## config.mk

```make
export PLATFORM = sky130hd
export DESIGN_NAME = light_sequence_monitor
export DESIGN_NICKNAME = d
export VERILOG_FILES = /design/src/rtl/light_sequence_monitor.sv
export SDC_FILE = /design/constraint.sdc
export NUM_CORES = 1
export LEC_CHECK = 0
export ABC_AREA = 1
export BUFFER_PORTS_ARGS = -buffer_cell sky130_fd_sc_hd__buf_4
export CAP_MARGIN = 20
export CORE_MARGIN = 2
export CORE_UTILIZATION = 55
export CTS_CLUSTER_SIZE = 20
export DETAILED_ROUTE_END_ITERATION = 8
export PLACE_DENSITY = 0.76
export SLEW_MARGIN = 10
export SYNTH_ARGS = -nofsm -noshare
export SYNTH_HDL_FRONTEND = slang
export SYNTH_SLANG_ARGS = --single-unit
```

## constraint.sdc

```tcl
create_clock -name clk -period 4.2 [get_ports clk]
set_input_delay 0.63 -clock clk [delete_from_list [all_inputs] [get_ports clk]]
set_output_delay 0.63 -clock clk [all_outputs]
set_load 0.01 [all_outputs]
```

## src/rtl/light_sequence_monitor.sv

```systemverilog
// rtl/light_sequence_monitor.sv - independent checker of crossroads lamp order and phase durations
// Decodes the six lamps, locks onto the phase sequence and latches the first coded fault.
module light_sequence_monitor #(
    parameter int T_NS_GREEN = 10,
    parameter int T_NS_AMBER = 3,
    parameter int T_ALL_RED  = 1,
    parameter int T_EW_GREEN = 10,
    parameter int T_EW_AMBER = 3,
    parameter int CW         = 8
) (
    input  logic          clk,
    input  logic          rst,
    input  logic          tick,
    input  logic          ns_red,
    input  logic          ns_amber,
    input  logic          ns_green,
    input  logic          ew_red,
    input  logic          ew_amber,
    input  logic          ew_green,
    input  logic          fault_clr,
    output logic          fault,
    output logic [2:0]    fault_code,
    output logic          synced,
    output logic [2:0]    phase,
    output logic [CW-1:0] tick_count
);

    typedef enum logic [1:0] {SYNC, TRACK, FAULT} state_t;

    localparam logic [2:0] PAT_NSG  = 3'd0;
    localparam logic [2:0] PAT_NSA  = 3'd1;
    localparam logic [2:0] PAT_AR   = 3'd2;
    localparam logic [2:0] PAT_EWG  = 3'd3;
    localparam logic [2:0] PAT_EWA  = 3'd4;
    localparam logic [2:0] PAT_NONE = 3'd7;

    localparam logic [2:0] PH_UNKNOWN = 3'd7;

    localparam logic [2:0] C_CONFLICT = 3'd1;
    localparam logic [2:0] C_LAMP     = 3'd2;
    localparam logic [2:0] C_SEQUENCE = 3'd3;
    localparam logic [2:0] C_SHORT    = 3'd4;
    localparam logic [2:0] C_OVERSTAY = 3'd5;

    state_t          state_q;
    logic            fault_q;
    logic [2:0]      code_q;
    logic            synced_q;
    logic [2:0]      phase_q;
    logic [CW-1:0]   cnt_q;
    logic            has_q;
    logic [2:0]      spat_q;

    logic            lamp_err;
    logic            conflict;
    logic [2:0]      lamp_code;
    logic [2:0]      pat;
    logic            sync_ok;
    logic [2:0]      sync_next;
    logic [2:0]      cur_pat;
    logic [2:0]      nxt_phase;
    logic [2:0]      nxt_pat;
    logic [CW-1:0]   t_cur;

    // The AR pattern serves both all-red phases, so phase 5 maps back to it.
    function automatic logic [2:0] phase_pat(input logic [2:0] p);
        return (p == 3'd5) ? PAT_AR : p;
    endfunction

    function automatic logic [CW-1:0] t_of(input logic [2:0] p);
        case (p)
            3'd0:       t_of = CW'(T_NS_GREEN);
            3'd1:       t_of = CW'(T_NS_AMBER);
            3'd2, 3'd5: t_of = CW'(T_ALL_RED);
            3'd3:       t_of = CW'(T_EW_GREEN);
            3'd4:       t_of = CW'(T_EW_AMBER);
            default:    t_of = '0;
        endcase
    endfunction

    always_comb begin
        lamp_err  = !$onehot({ns_red, ns_amber, ns_green}) || !$onehot({ew_red, ew_amber, ew_green});
        conflict  = (ns_amber | ns_green) & (ew_amber | ew_green);
        lamp_code = conflict ? C_CONFLICT : (lamp_err ? C_LAMP : 3'd0);
        pat       = PAT_NONE;
        if (!lamp_err && !conflict) begin
            if (ns_green)      pat = PAT_NSG;
            else if (ns_amber) pat = PAT_NSA;
            else if (ew_green) pat = PAT_EWG;
            else if (ew_amber) pat = PAT_EWA;
            else               pat = PAT_AR;
        end
    end

    always_comb begin
        sync_ok   = 1'b0;
        sync_next = PH_UNKNOWN;
        case (spat_q)
            PAT_NSG: if (pat == PAT_NSA) begin sync_ok = 1'b1; sync_next = 3'd1; end
            PAT_NSA: if (pat == PAT_AR)  begin sync_ok = 1'b1; sync_next = 3'd2; end
            PAT_AR: begin
                if (pat == PAT_NSG) begin sync_ok = 1'b1; sync_next = 3'd0; end
                if (pat == PAT_EWG) begin sync_ok = 1'b1; sync_next = 3'd3; end
            end
            PAT_EWG: if (pat == PAT_EWA) begin sync_ok = 1'b1; sync_next = 3'd4; end
            PAT_EWA: if (pat == PAT_AR)  begin sync_ok = 1'b1; sync_next = 3'd5; end
            default: ;
        endcase
    end

    always_comb begin
        cur_pat   = phase_pat(phase_q);
        nxt_phase = (phase_q == 3'd5) ? 3'd0 : phase_q + 3'd1;
        nxt_pat   = phase_pat(nxt_phase);
        t_cur     = t_of(phase_q);
    end

    always_ff @(posedge clk or posedge rst) begin
        if (rst) begin
            state_q  <= SYNC;
            fault_q  <= 1'b0;
            code_q   <= 3'd0;
            synced_q <= 1'b0;
            phase_q  <= PH_UNKNOWN;
            cnt_q    <= '0;
            has_q    <= 1'b0;
            spat_q   <= PAT_NONE;
        end else begin
            case (state_q)
                SYNC: begin
                    if (lamp_code != 3'd0) begin
                        state_q <= FAULT;
                        fault_q <= 1'b1;
                        code_q  <= lamp_code;
                    end else if (!has_q) begin
                        has_q   <= 1'b1;
                        spat_q  <= pat;
                        phase_q <= (pat == PAT_AR) ? PH_UNKNOWN : pat;
                    end else if (pat != spat_q) begin
                        if (sync_ok) begin
                            state_q  <= TRACK;
                            synced_q <= 1'b1;
                            phase_q  <= sync_next;
                            cnt_q    <= '0;
                        end else begin
                            state_q <= FAULT;
                            fault_q <= 1'b1;
                            code_q  <= C_SEQUENCE;
                        end
                    end
                end
                TRACK: begin
                    if (lamp_code != 3'd0) begin
                        state_q  <= FAULT;
                        fault_q  <= 1'b1;
                        code_q   <= lamp_code;
                        synced_q <= 1'b0;
                    end else if (pat == cur_pat) begin
                        if (tick) begin
                            if (cnt_q == t_cur) begin
                                state_q  <= FAULT;
                                fault_q  <= 1'b1;
                                code_q   <= C_OVERSTAY;
                                synced_q <= 1'b0;
                            end else begin
                                cnt_q <= cnt_q + CW'(1);
                            end
                        end
                    end else if (pat == nxt_pat) begin
                        if (cnt_q == t_cur) begin
                            phase_q <= nxt_phase;
                            cnt_q   <= tick ? CW'(1) : '0;
                        end else begin
                            state_q  <= FAULT;
                            fault_q  <= 1'b1;
                            code_q   <= C_SHORT;
                            synced_q <= 1'b0;
                        end
                    end else begin
                        state_q  <= FAULT;
                        fault_q  <= 1'b1;
                        code_q   <= C_SEQUENCE;
                        synced_q <= 1'b0;
                    end
                end
                FAULT: begin
                    synced_q <= 1'b0;
                    if (fault_clr) begin
                        state_q <= SYNC;
                        fault_q <= 1'b0;
                        code_q  <= 3'd0;
                        phase_q <= PH_UNKNOWN;
                        cnt_q   <= '0;
                        has_q   <= 1'b0;
                        spat_q  <= PAT_NONE;
                    end
                end
                default: state_q <= SYNC;
            endcase
        end
    end

    assign fault      = fault_q;
    assign fault_code = code_q;
    assign synced     = synced_q;
    assign phase      = phase_q;
    assign tick_count = cnt_q;

endmodule

```

==> results of run 1 <==
==> worst max-delay path by stage <==
stage,startpoint,endpoint,slack [ns],cells past startpoint
2_1_floorplan,ew_red,tick_count[2]$_DFFE_PP0P_,1.64,16
6_report,ew_green,phase[0]$_DFFE_PP1P_,1.30,16
4_1_cts,ew_green,phase[0]$_DFFE_PP1P_,1.33,16
3_3_place_gp,ns_red,phase[0]$_DFFE_PP1P_,1.14,15
3_5_place_dp,ew_green,phase[0]$_DFFE_PP1P_,1.06,16
5_1_grt,ew_green,phase[1]$_DFFE_PP1P_,1.04,16
==> area by class of cell <==
cell class	instances	area share, %
Clock buffer	3	1.59
Inverter	49	7.10
Multi-Input combinational cell	299	60.1
Sequential cell	22	21.6
Tap cell	50	2.42
Timing Repair Buffer	25	7.25
==> per-layer routing <==
layer	share of wire (%)	wire, µm
met1	47	2720
met2	47	2700
met3	4.6	266
met4	1.0	59
met5	0	0
==> state kept, by name, summed over array words and instances, names as in the netlist <==
| register | count |
|---|---|
| fault | 1 |
| fault_code | 3 |
| has_q | 1 |
| phase | 3 |
| spat_q | 3 |
| state_q | 2 |
| synced | 1 |
| tick_count | 8 |
==> placed cells by master, fill, tap and decap left out, types with 2 or more instances in the layout <==
cell type and count:
nand2_1 123, inv_1 44, nor2_1 44, nand3_1 35, buf_4 25, dfrtp_1 16, o21ai_0 13, a21oi_1 11
nand4_1 10, nand2_2 9, nor2_2 7, nand3_2 6, ha_1 6, dfstp_2 6, inv_2 5, nand2_4 5
o21ai_1 4, nor3_1 4, xor2_1 3, clkbuf_8 3, nand3b_1 2, nor2_4 2, nor2_8 2, fa_1 2
==> power by group through the flow <==
stage          Combinational (mW)  Sequential [mW]  Clock, mW
3_5_place_dp                0.969            0.371          0
2_1_floorplan               0.740            0.370          0
5_1_grt                      1.13            0.378      0.142
4_1_cts                     0.976            0.367      0.135
6_report                    0.987            0.369      0.131
3_3_place_gp                0.966            0.370          0
==> cell families (layout without fill, tap and decap cells) <==
group | count (synthesis) | after routing | share of synthesized area (%)
flip-flops | 22 | 22 | 24.1
XOR/XNOR | 4 | 4 | 1.51
AO/OA/AOI/OAI | 35 | 35 | 8.47
AND/OR/NAND/NOR | 252 | 252 | 52.1
buffers and inverters | 53 | 77 | 8.90
adder cells (fa/ha/maj) | 8 | 8 | 4.96
==> per-stage QoR <==
stage	utilization [%]	hold WS, ns	std cells
floorplan	-	0.504	374
global placement	63.2	0.459	445
detailed placement	63.2	0.460	445
CTS	64.3	0.480	448
global route	64.3	0.519	448
finish	64.3	0.476	448
==> worst reg2reg max path: stages, from the launching register on <==
cell and delay [ns]:
dfstp_2 0.64, nand2_2 0.14, inv_1 0.08, ha_1 0.22, inv_1 0.10, nand2_1 0.11, nand2_1 0.09, nand3_1 0.08
nand2_1 0.11, nand3_1 0.15, nand3_2 0.13, nand2_4 0.08, nor2_8 0.17, nand2_4 0.10, nand2_1 0.09, nand2_1 0.05
==> summary.txt, run 1 <==
Status = finished, final reports clean
FF-to-FF path depth = 15
FFs w/ async S/R, synth = 100%
Share of power burned in the clock network = 8.8%
Worst-path cell chain = buf_4 > inv_2 > fa_1 > inv_1 > nand2_1 > nor2_4 > nand2_2 > nor2_2 > nand2_1 > nor2_1 > nor2_2 > nand3_1 > inv_1 > nand2_1 > nand3_1 > o21ai_1
Setup Slack @ Placement = 1.06 ns
Area growth from synthesis to layout = 11.6%
Count of buffers added by post-CTS timing repair for setup = 0
Maximum fanout along the worst path = 12
Required time worst endpoint = 4.40 ns
Pin slew with the least headroom to its limit = 0.825 ns
Min Tclk post-route = 2.90 ns
Critical path's largest stage delay = 0.43 ns
Sequential cell area = 558 µm²
Clock Path Buffers = 2
Global routing usage on met2 = 44.0%
Proportion of netlist area held by the largest area contributor = 19.9%
Setup Crit Path Kind = in2reg
Cell with the largest stage delay on the worst path = fa_1
Net count after synthesis = 392
Total number of nets in the final design = 418
Count of antenna diodes in the layout = 0
Number of hold buffers added after cts = 0
Fraction of the yosys area taken by sequential cells = 24.1%
Length of the first detailed-routing pass in iterations = 5
Clock buffers created by TritonCTS = 3
Worst setup slack after layout = 1.30 ns
Count of different cell masters after synthesis = 35
Remaining number of nets flagged by the antenna check after routing = 0
Endpoint of the worst-slack reg-to-reg timing path = tick_count[4]$_DFFE_PP0P_
FF-to-FF setup slack = 1.76 ns
DIE WIDTH = 68.9 µm
Terminating pin of the worst hold path = fault_code[2]$_DFFE_PP0P_
Post-detailed-route DRC marker count = 0
Clock Skew = 0.00182 ns
Yosys warning count = 0
Met3 Usage GRT = 3.73%
Per-cell routed wire length = 12.8 µm
Number of flops mapped to enable cells by yosys = 0
Buffer cell driving the clock tree root = clkbuf_8
Initial Utilization = 57.6%
Chip height = 68.9 µm
Met1 track demand over resource = 38.2%
Setup TNS Final = 0 ns
Internal Dissipation = 691 µW
Sort of element at the end of the critical path = flop
Pwr/cell area = 575 nW/µm²
Power share of the combinational group = 66.4%
Crit start category = input port
Iter 0 DRT Violations = 155
Total area of multi-input combinational cells = 1560 µm²
Cell family contributing the most delay on the critical path = simple AND/OR/NAND/NOR gates
Vias post-DR = 2412
Critical register-to-register path startpoint = phase[0]$_DFFE_PP1P_
Hold Crit Depth = 2
Total gr overflow = 0
Top-level I/O count = 26
Leakage = 1.40 nW
Sinks on the clock net = 22
Top cells by instance count after synthesis = nand2_1, inv_1, nor2_1
Placed Area = 2550 µm²
Wire length of the first global-routing pass = 9.73 mm
Number of slew-limit violations in the final report = 0
Overall Power = 1.49 mW
Most area-consuming cells after synthesis = nand2_1, dfrtp_1, nand3_1, inv_1, nor2_1
Maximum operating frequency = 345 MHz
Critical path buffer and inverter count = 4
Clock tree from TritonCTS = yes
Largest net degree at the start of global routing = 23
Number of H-tree levels = 1
Top-count cell post-synth = nand2_1
Tcrit/Tclk final = 69.0%
Final setup violation count = 0
Number of port buffers = 25
Primary flip-flop cell chosen by synthesis mapping = dfrtp_1
Fraction of power consumed by sequential logic = 24.8%
Avg Inst Size Synth = 6.20 µm²
Total track usage = 27.0%
Number of antenna violations at the first check in global routing = 0
Post-synthesis cell area = 2320 µm²
Cell repeated most along the worst path = nand2_1
Clk_lat worst skew = 0.26 ns
Worst voltage drop across the vdd grid = 0.000325 V
Remaining max-slew budget at the tightest pin = 45.0%
Launch point of the worst hold path = fault_code[2]$_DFFE_PP0P_
Vias in the first global route = 2129
Cells resized by post-CTS repair = 0
Post-synthesis sequential element count = 22
Cell row count = 23
Cell area after layout = 2590 µm²
Classification of the worst-slack hold path = reg2reg
Last weighted congestion value of the routability-driven placer = 1.02
Vias/cell = 5.38
RSZ-0062 raised after global routing = false
Data arrival, critical path = 3.10 ns
Most area-hungry cell type in the Yosys netlist = nand2_1
Switching share of power = 53.5%
Clock input transition at the sequential cells of the worst setup and hold paths = 0.07 ns
Instance count of the mapped netlist = 374
Fill cell count = 378
Grt peak-use layer = met2
Full die area = 4750 µm²
Switching Power = 796 µW
Proportion of layout cells with a drive suffix above 1 = 18.3%
Max cap viols = 0
DPL Wire Length = 4.52 mm
Hold Violations, Final = 0
Core box area = 4030 µm²
Wirelength, routed = 5.75 mm
(Power assumes the default switching activity.)
==> run 2, diff against run 1 <==
- CORE_UTILIZATION: 55 -> 54
- PLACE_DENSITY: 0.76 -> 0.77
- clock period: 4.2 -> 2.6 ns (I/O delays scaled with it)
==> summary.txt, run 2 (same netlist as run 1, synthesis figures left out) <==
Setup TNS Final = 0 ns (unchanged)
Iter 0 DRT Violations = 260 (+68%)
Required time worst endpoint = 2.76 ns (-1.64 ns)
Initial Utilization = 57.2% (-0.41 points)
Clock tree from TritonCTS = yes
Sequential cell area = 558 µm² (unchanged)
Full die area = 4840 µm² (+1.7%)
Last weighted congestion value of the routability-driven placer = 0.949 (-7.0%)
Number of slew-limit violations in the final report = 0 (unchanged)
Clock Path Buffers = 2 (unchanged)
DIE WIDTH = 69.5 µm (+0.86%)
Cell family contributing the most delay on the critical path = simple AND/OR/NAND/NOR gates
Post-detailed-route DRC marker count = 0 (unchanged)
Area growth from synthesis to layout = 19.1%
Sinks on the clock net = 22 (unchanged)
Critical path endpoint = tick_count[2]$_DFFE_PP0P_
Total area of multi-input combinational cells = 1560 µm² (+0.16%)
Sort of element at the end of the critical path = flop
Core box area = 4060 µm² (+0.71%)
Clock buffers created by TritonCTS = 3 (unchanged)
Chip height = 69.5 µm (+0.86%)
Clk_lat worst skew = 0.27 ns (about the same)
Max cap viols = 0 (unchanged)
Crit start category = input port
Data arrival, critical path = 2.53 ns (-0.57 ns)
DPL Wire Length = 4.83 mm (+6.9%)
Buffer cell driving the clock tree root = clkbuf_8
RSZ-0062 raised after global routing = false
FF-to-FF path depth = 15 (unchanged)
Setup Crit Path Kind = in2reg
Status = finished, final reports clean
Fill cell count = 374 (-1.1%)
Non-filler cells in the finished layout = 470 (+4.9%)
Cell row count = 23 (unchanged)
Length of the first detailed-routing pass in iterations = 5 (unchanged)
Cell with the largest stage delay on the worst path = fa_1
Number of H-tree levels = 1 (unchanged)
Cells resized by post-CTS repair = 0 (unchanged)
Overall Power = 2.56 mW (+72%)
Hold Violations, Final = 0 (unchanged)
Worst setup slack after layout = 0.227 ns (-1.07 ns)
Maximum operating frequency = 421 MHz
Top-level I/O count = 26 (unchanged)
Most common cell after layout, fill and taps aside = nand2_1
Number of port buffers = 25 (unchanged)
Endpoint of the worst-slack reg-to-reg timing path = tick_count[2]$_DFFE_PP0P_
Setup Slack @ Placement = -0.103 ns (-1.17 ns)
Largest net degree at the start of global routing = 23 (unchanged)
Clock input transition at the sequential cells of the worst setup and hold paths = 0.08 ns (about the same)
Cell area after layout = 2760 µm² (+6.7%)
Count of antenna diodes in the layout = 0 (unchanged)
Wire length of the first global-routing pass = 10.3 mm (+6.2%)
Number of antenna violations at the first check in global routing = 0 (unchanged)
Min Tclk post-route = 2.37 ns
Placed Area = 2710 µm² (+6.2%)
Maximum fanout along the worst path = 10 (-2)
Vias post-DR = 2516 (+4.3%)
Total gr overflow = 0 (unchanged)
Origin of the worst setup path = ns_red
Most frequent cells in the layout = nand2_1, buf_4, inv_1, nor2_1, nand3_1
Tightest hold margin = 0.290 ns (-0.186 ns)
Pwr/cell area = 926 nW/µm² (+61%)
Per-cell routed wire length = 12.6 µm (-1.4%)
Total number of nets in the final design = 439 (+5.0%)
Remaining max-slew budget at the tightest pin = 44.2% (-0.72 points)
Count of buffers added by post-CTS timing repair for setup = 0 (unchanged)
Critical path's largest stage delay = 0.52 ns (+0.09 ns)
Final Util = 68.1% (+3.8 points)
FF-to-FF setup slack = 0.24 ns (-1.52 ns)
Worst voltage drop across the vdd grid = 0.000587 V (+81%)
Classification of the worst-slack hold path = in2async
Vias in the first global route = 2254 (+5.9%)
Number of hold buffers added after cts = 0 (unchanged)
Tcrit/Tclk final = 91.3%
Remaining number of nets flagged by the antenna check after routing = 0 (unchanged)
Critical path depth = 16 (unchanged)
Final setup violation count = 0 (unchanged)
Critical path buffer and inverter count = 3 (-1)
Number of flip-flops under the largest register name = 8 (unchanged)
Vias/cell = 5.35 (-0.57%)
Clock Skew = 0.00244 ns (+0.000620 ns)
Critical register-to-register path startpoint = phase[0]$_DFFE_PP1P_
Total track usage = 25.9% (-1.1 points)
Leakage = 1.51 nW (+7.8%)
Proportion of layout cells with a drive suffix above 1 = 22.9% (+4.5 points)
Pin slew with the least headroom to its limit = 0.835 ns (+0.0108 ns)
Placed cell count = 466 (+4.7%)
Worst-path cell chain = buf_4 > fa_1 > nand2_1 > inv_1 > nand2_1 > nor2_4 > nand3_1 > nand2_2 > nand2_4 > nor2_8 > nand3_1 > nand3_2 > nor2_8 > buf_4 > nand3_1 > nand2_1
Wirelength, routed = 5.94 mm (+3.4%)
-- run 2: worst min path at each step --
| stage | startpoint | endpoint | depth (start not counted) |
|---|---|---|---|
| floorplan | rst | fault$_DFFE_PP0P_ | 1 |
| global placement | fault_code[2]$_DFFE_PP0P_ | fault_code[2]$_DFFE_PP0P_ | 2 |
| detailed placement | fault_code[2]$_DFFE_PP0P_ | fault_code[2]$_DFFE_PP0P_ | 2 |
| CTS | rst | fault_code[1]$_DFFE_PP0P_ | 2 |
| global route | rst | synced$_DFFE_PP0P_ | 2 |
| finish | rst | synced$_DFFE_PP0P_ | 2 |
-- run 2: worst register-to-register path, cell delays in order (launching register included) --
cell     delay, ns
dfstp_2       0.63
nand2_2       0.12
inv_1         0.07
ha_1          0.22
inv_1         0.09
nand2_1       0.09
nand2_1       0.11
nand3_1       0.08
nand2_1       0.10
nand3_1       0.16
nand3_2       0.14
nand2_4       0.08
nor2_8        0.14
buf_4         0.13
nand3_1       0.07
nand2_1       0.08
-- run 2: area by class of cell --
cell class	count	share of cell area, %
Clock buffer	4	1.99
Inverter	49	6.66
Multi-Input combinational cell	299	56.4
Sequential cell	22	20.2
Tap cell	50	2.26
Timing Repair Buffer	46	12.5
-- run 2: power by group --
part           switching [mW]  internal, mW  total (mW)
registers               0.121         0.477       0.598
clock network           0.115         0.135       0.250
logic                    1.09         0.625        1.71
-- run 2: routing by layer --
| metal | track usage (%) | vias up | wire (µm) |
|---|---|---|---|
| met2 | 40.5 | 85 | 2740 |
| met5 | 0 | - | 0 |
| met1 | 38.1 | 1143 | 2690 |
| met4 | 3.92 | 0 | 59 |
| li1 | - | 1282 | - |
| met3 | 4.80 | 6 | 452 |
==> run 3, diff against run 2 <==
- CORE_UTILIZATION: 54 -> 50
- PLACE_DENSITY: 0.77 -> 0.73
==> summary.txt, run 3 (same netlist as run 1, synthesis figures left out) <==
Status = finished, final reports clean
Critical path's largest stage delay = 0.53 ns (about the same)
Critical path buffer and inverter count = 3 (unchanged)
Cell family contributing the most delay on the critical path = simple AND/OR/NAND/NOR gates
Total track usage = 25.1% (-0.82 points)
Total number of nets in the final design = 443 (+0.91%)
Wire length of the first global-routing pass = 10.4 mm (+0.80%)
Vias post-DR = 2522 (+0.24%)
Pin slew with the least headroom to its limit = 0.830 ns (-0.00546 ns)
Crit start category = input port
Clock tree from TritonCTS = yes
Cell repeated most along the worst path = nand2_1
Hold Violations, Final = 0 (unchanged)
Maximum fanout along the worst path = 11 (+1)
Final Util = 63.6% (-4.5 points)
Clock Path Buffers = 2 (unchanged)
Cell area after layout = 2810 µm² (+1.6%)
Setup Crit Path Kind = in2reg
Power share of the combinational group = 67.1% (+0.2 points)
Worst voltage drop across the vdd grid = 0.000580 V (-1.1%)
Number of H-tree levels = 1 (unchanged)
Clk_lat worst skew = 0.27 ns (about the same)
Tcrit/Tclk final = 93.2% (+1.9 points)
Total gr overflow = 0 (unchanged)
Number of port buffers = 25 (unchanged)
Non-filler cells in the finished layout = 476 (+1.3%)
Proportion of layout cells with a drive suffix above 1 = 24.1% (+1.2 points)
DPL Wire Length = 4.88 mm (+0.84%)
Min Tclk post-route = 2.42 ns (+0.0493 ns)
Total area of multi-input combinational cells = 1570 µm² (+0.72%)
Chip height = 72.1 µm (+3.7%)
Clock buffers created by TritonCTS = 3 (unchanged)
Number of antenna violations at the first check in global routing = 0 (unchanged)
Classification of the worst-slack hold path = in2async
Full die area = 5200 µm² (+7.5%)
Most frequent cells in the layout = nand2_1, buf_4, inv_1, nor2_1, nand3_1
Remaining number of nets flagged by the antenna check after routing = 0 (unchanged)
Placed Area = 2710 µm² (about the same)
Final setup violation count = 0 (unchanged)
Number of hold buffers added after cts = 0 (unchanged)
Switching share of power = 51.4% (-0.31 points)
Required time worst endpoint = 2.81 ns (+0.05 ns)
Post-detailed-route DRC marker count = 0 (unchanged)
Clock input transition at the sequential cells of the worst setup and hold paths = 0.08 ns (about the same)
Vias/cell = 5.30 (-1.0%)
Initial Utilization = 52.6% (-4.6 points)
Vias in the first global route = 2308 (+2.4%)
Sort of element at the end of the critical path = flop
Overall Power = 2.58 mW (+0.75%)
Core box area = 4410 µm² (+8.8%)
Placed cell count = 468 (+0.43%)
DIE WIDTH = 72.1 µm (+3.7%)
Wirelength, routed = 6.03 mm (+1.5%)
Max cap viols = 0 (unchanged)
Fraction of power consumed by sequential logic = 23.1% (-0.3 points)
Per-cell routed wire length = 12.7 µm (+0.22%)
Clock Skew = 0.00554 ns (+0.00310 ns)
Switching Power = 1.32 mW (+0.14%)
Top-level I/O count = 26 (unchanged)
Sequential cell area = 558 µm² (unchanged)
Number of slew-limit violations in the final report = 0 (unchanged)
Sinks on the clock net = 22 (unchanged)
Maximum operating frequency = 413 MHz (-2.0%)
Leakage = 1.54 nW (+1.5%)
Data arrival, critical path = 2.63 ns (+0.10 ns)
Share of power burned in the clock network = 9.7% (about the same)
Fill cell count = 432 (+16%)
Most common cell after layout, fill and taps aside = nand2_1
Last weighted congestion value of the routability-driven placer = 0.941 (-0.84%)
Largest net degree at the start of global routing = 23 (unchanged)
Number of flip-flops under the largest register name = 8 (unchanged)
Remaining max-slew budget at the tightest pin = 44.6% (+0.36 points)
Internal Dissipation = 1.25 mW (+1.4%)
Cell row count = 24 (+4.3%)
Count of antenna diodes in the layout = 0 (unchanged)
Buffer cell driving the clock tree root = clkbuf_8
Area growth from synthesis to layout = 21.0%
Cell with the largest stage delay on the worst path = fa_1
Worst-path cell chain = buf_4 > fa_1 > nand2_1 > inv_1 > nand2_1 > nor2_4 > nor2_1 > nor4_1 > nand3_2 > nor2_8 > buf_4 > nand3_1 > nand2_1
Iter 0 DRT Violations = 188 (-28%)
Length of the first detailed-routing pass in iterations = 6 (+1)
Pwr/cell area = 919 nW/µm² (-0.83%)
run 3: cell types whose count changed in the layout (fill, tap and decap cells not counted), sizes merged:
cell | previous run | this run
buf | 46 | 50
run 3: worst reg2reg max path, stage by stage (launching register included):
cell	delay, ns
dfstp_2	0.62
nand2_2	0.12
inv_1	0.07
ha_1	0.22
inv_1	0.09
nand2_1	0.10
nand2_1	0.10
nand3_1	0.09
nand2_1	0.10
nand3_1	0.15
nand3_2	0.14
nand2_4	0.08
nor2_8	0.12
buf_4	0.14
nand3_1	0.07
nand2_1	0.07
run 3: per-stage QoR:
stage | hold slack (ns) | TNS, ns | worst slack (ns)
final | 0.285 | 0 | 0.178
after global routing | 0.368 | -0.00671 | -0.00671
after CTS | 0.318 | 0 | 0.156
after detailed placement | 0.461 | -0.781 | -0.106
after global placement | 0.459 | -0.496 | -0.0838
after floorplan | 0.375 | 0 | 0.275
run 3: timing repair:
| item | 4_1_cts | 5_1_grt |
|---|---|---|
| endpoints found under the setup margin | 0 | 6 |
| setup buffers | 0 | 4 |
| resized for setup | 0 | 4 |
run 3: layer usage:
metal	wire, µm	global-route usage [%]
met1	2740	35.1
met2	2770	41.1
met3	431	4.03
met4	91	5.24
met5	0	0
run 3: power groups by stage:
| stage | registers [mW] | logic (mW) | clock network, mW |
|---|---|---|---|
| after global placement | 0.600 | 1.66 | 0 |
| final | 0.596 | 1.73 | 0.251 |
| after floorplan | 0.598 | 1.20 | 0 |
| after CTS | 0.597 | 1.69 | 0.259 |
| after global routing | 0.613 | 1.96 | 0.268 |
| after detailed placement | 0.603 | 1.68 | 0 |
run 3: path summary, 6_finish.rpt:
kind                       cells after the start                      start  slack, ns                         to
min in group clk                               2  fault_code[2]$_DFFE_PP0P_       0.48  fault_code[2]$_DFFE_PP0P_
max                                           13                     ns_red       0.18  tick_count[5]$_DFFE_PP0P_
min reg2reg                                    2  fault_code[2]$_DFFE_PP0P_       0.48  fault_code[2]$_DFFE_PP0P_
max reg2reg                                   15       phase[1]$_DFFE_PP1P_       0.28  tick_count[5]$_DFFE_PP0P_
min                                            2                        rst       0.28         synced$_DFFE_PP0P_
max in group asynchronous                      2                        rst       1.80  fault_code[0]$_DFFE_PP0P_
run 3: cell type report:
| class | instances | area share (%) |
|---|---|---|
| Inverter | 49 | 6.55 |
| Sequential cell | 22 | 19.9 |
| Tap cell | 52 | 2.32 |
| Timing Repair Buffer | 50 | 13.4 |
| Clock buffer | 4 | 1.96 |
| Multi-Input combinational cell | 299 | 55.9 |
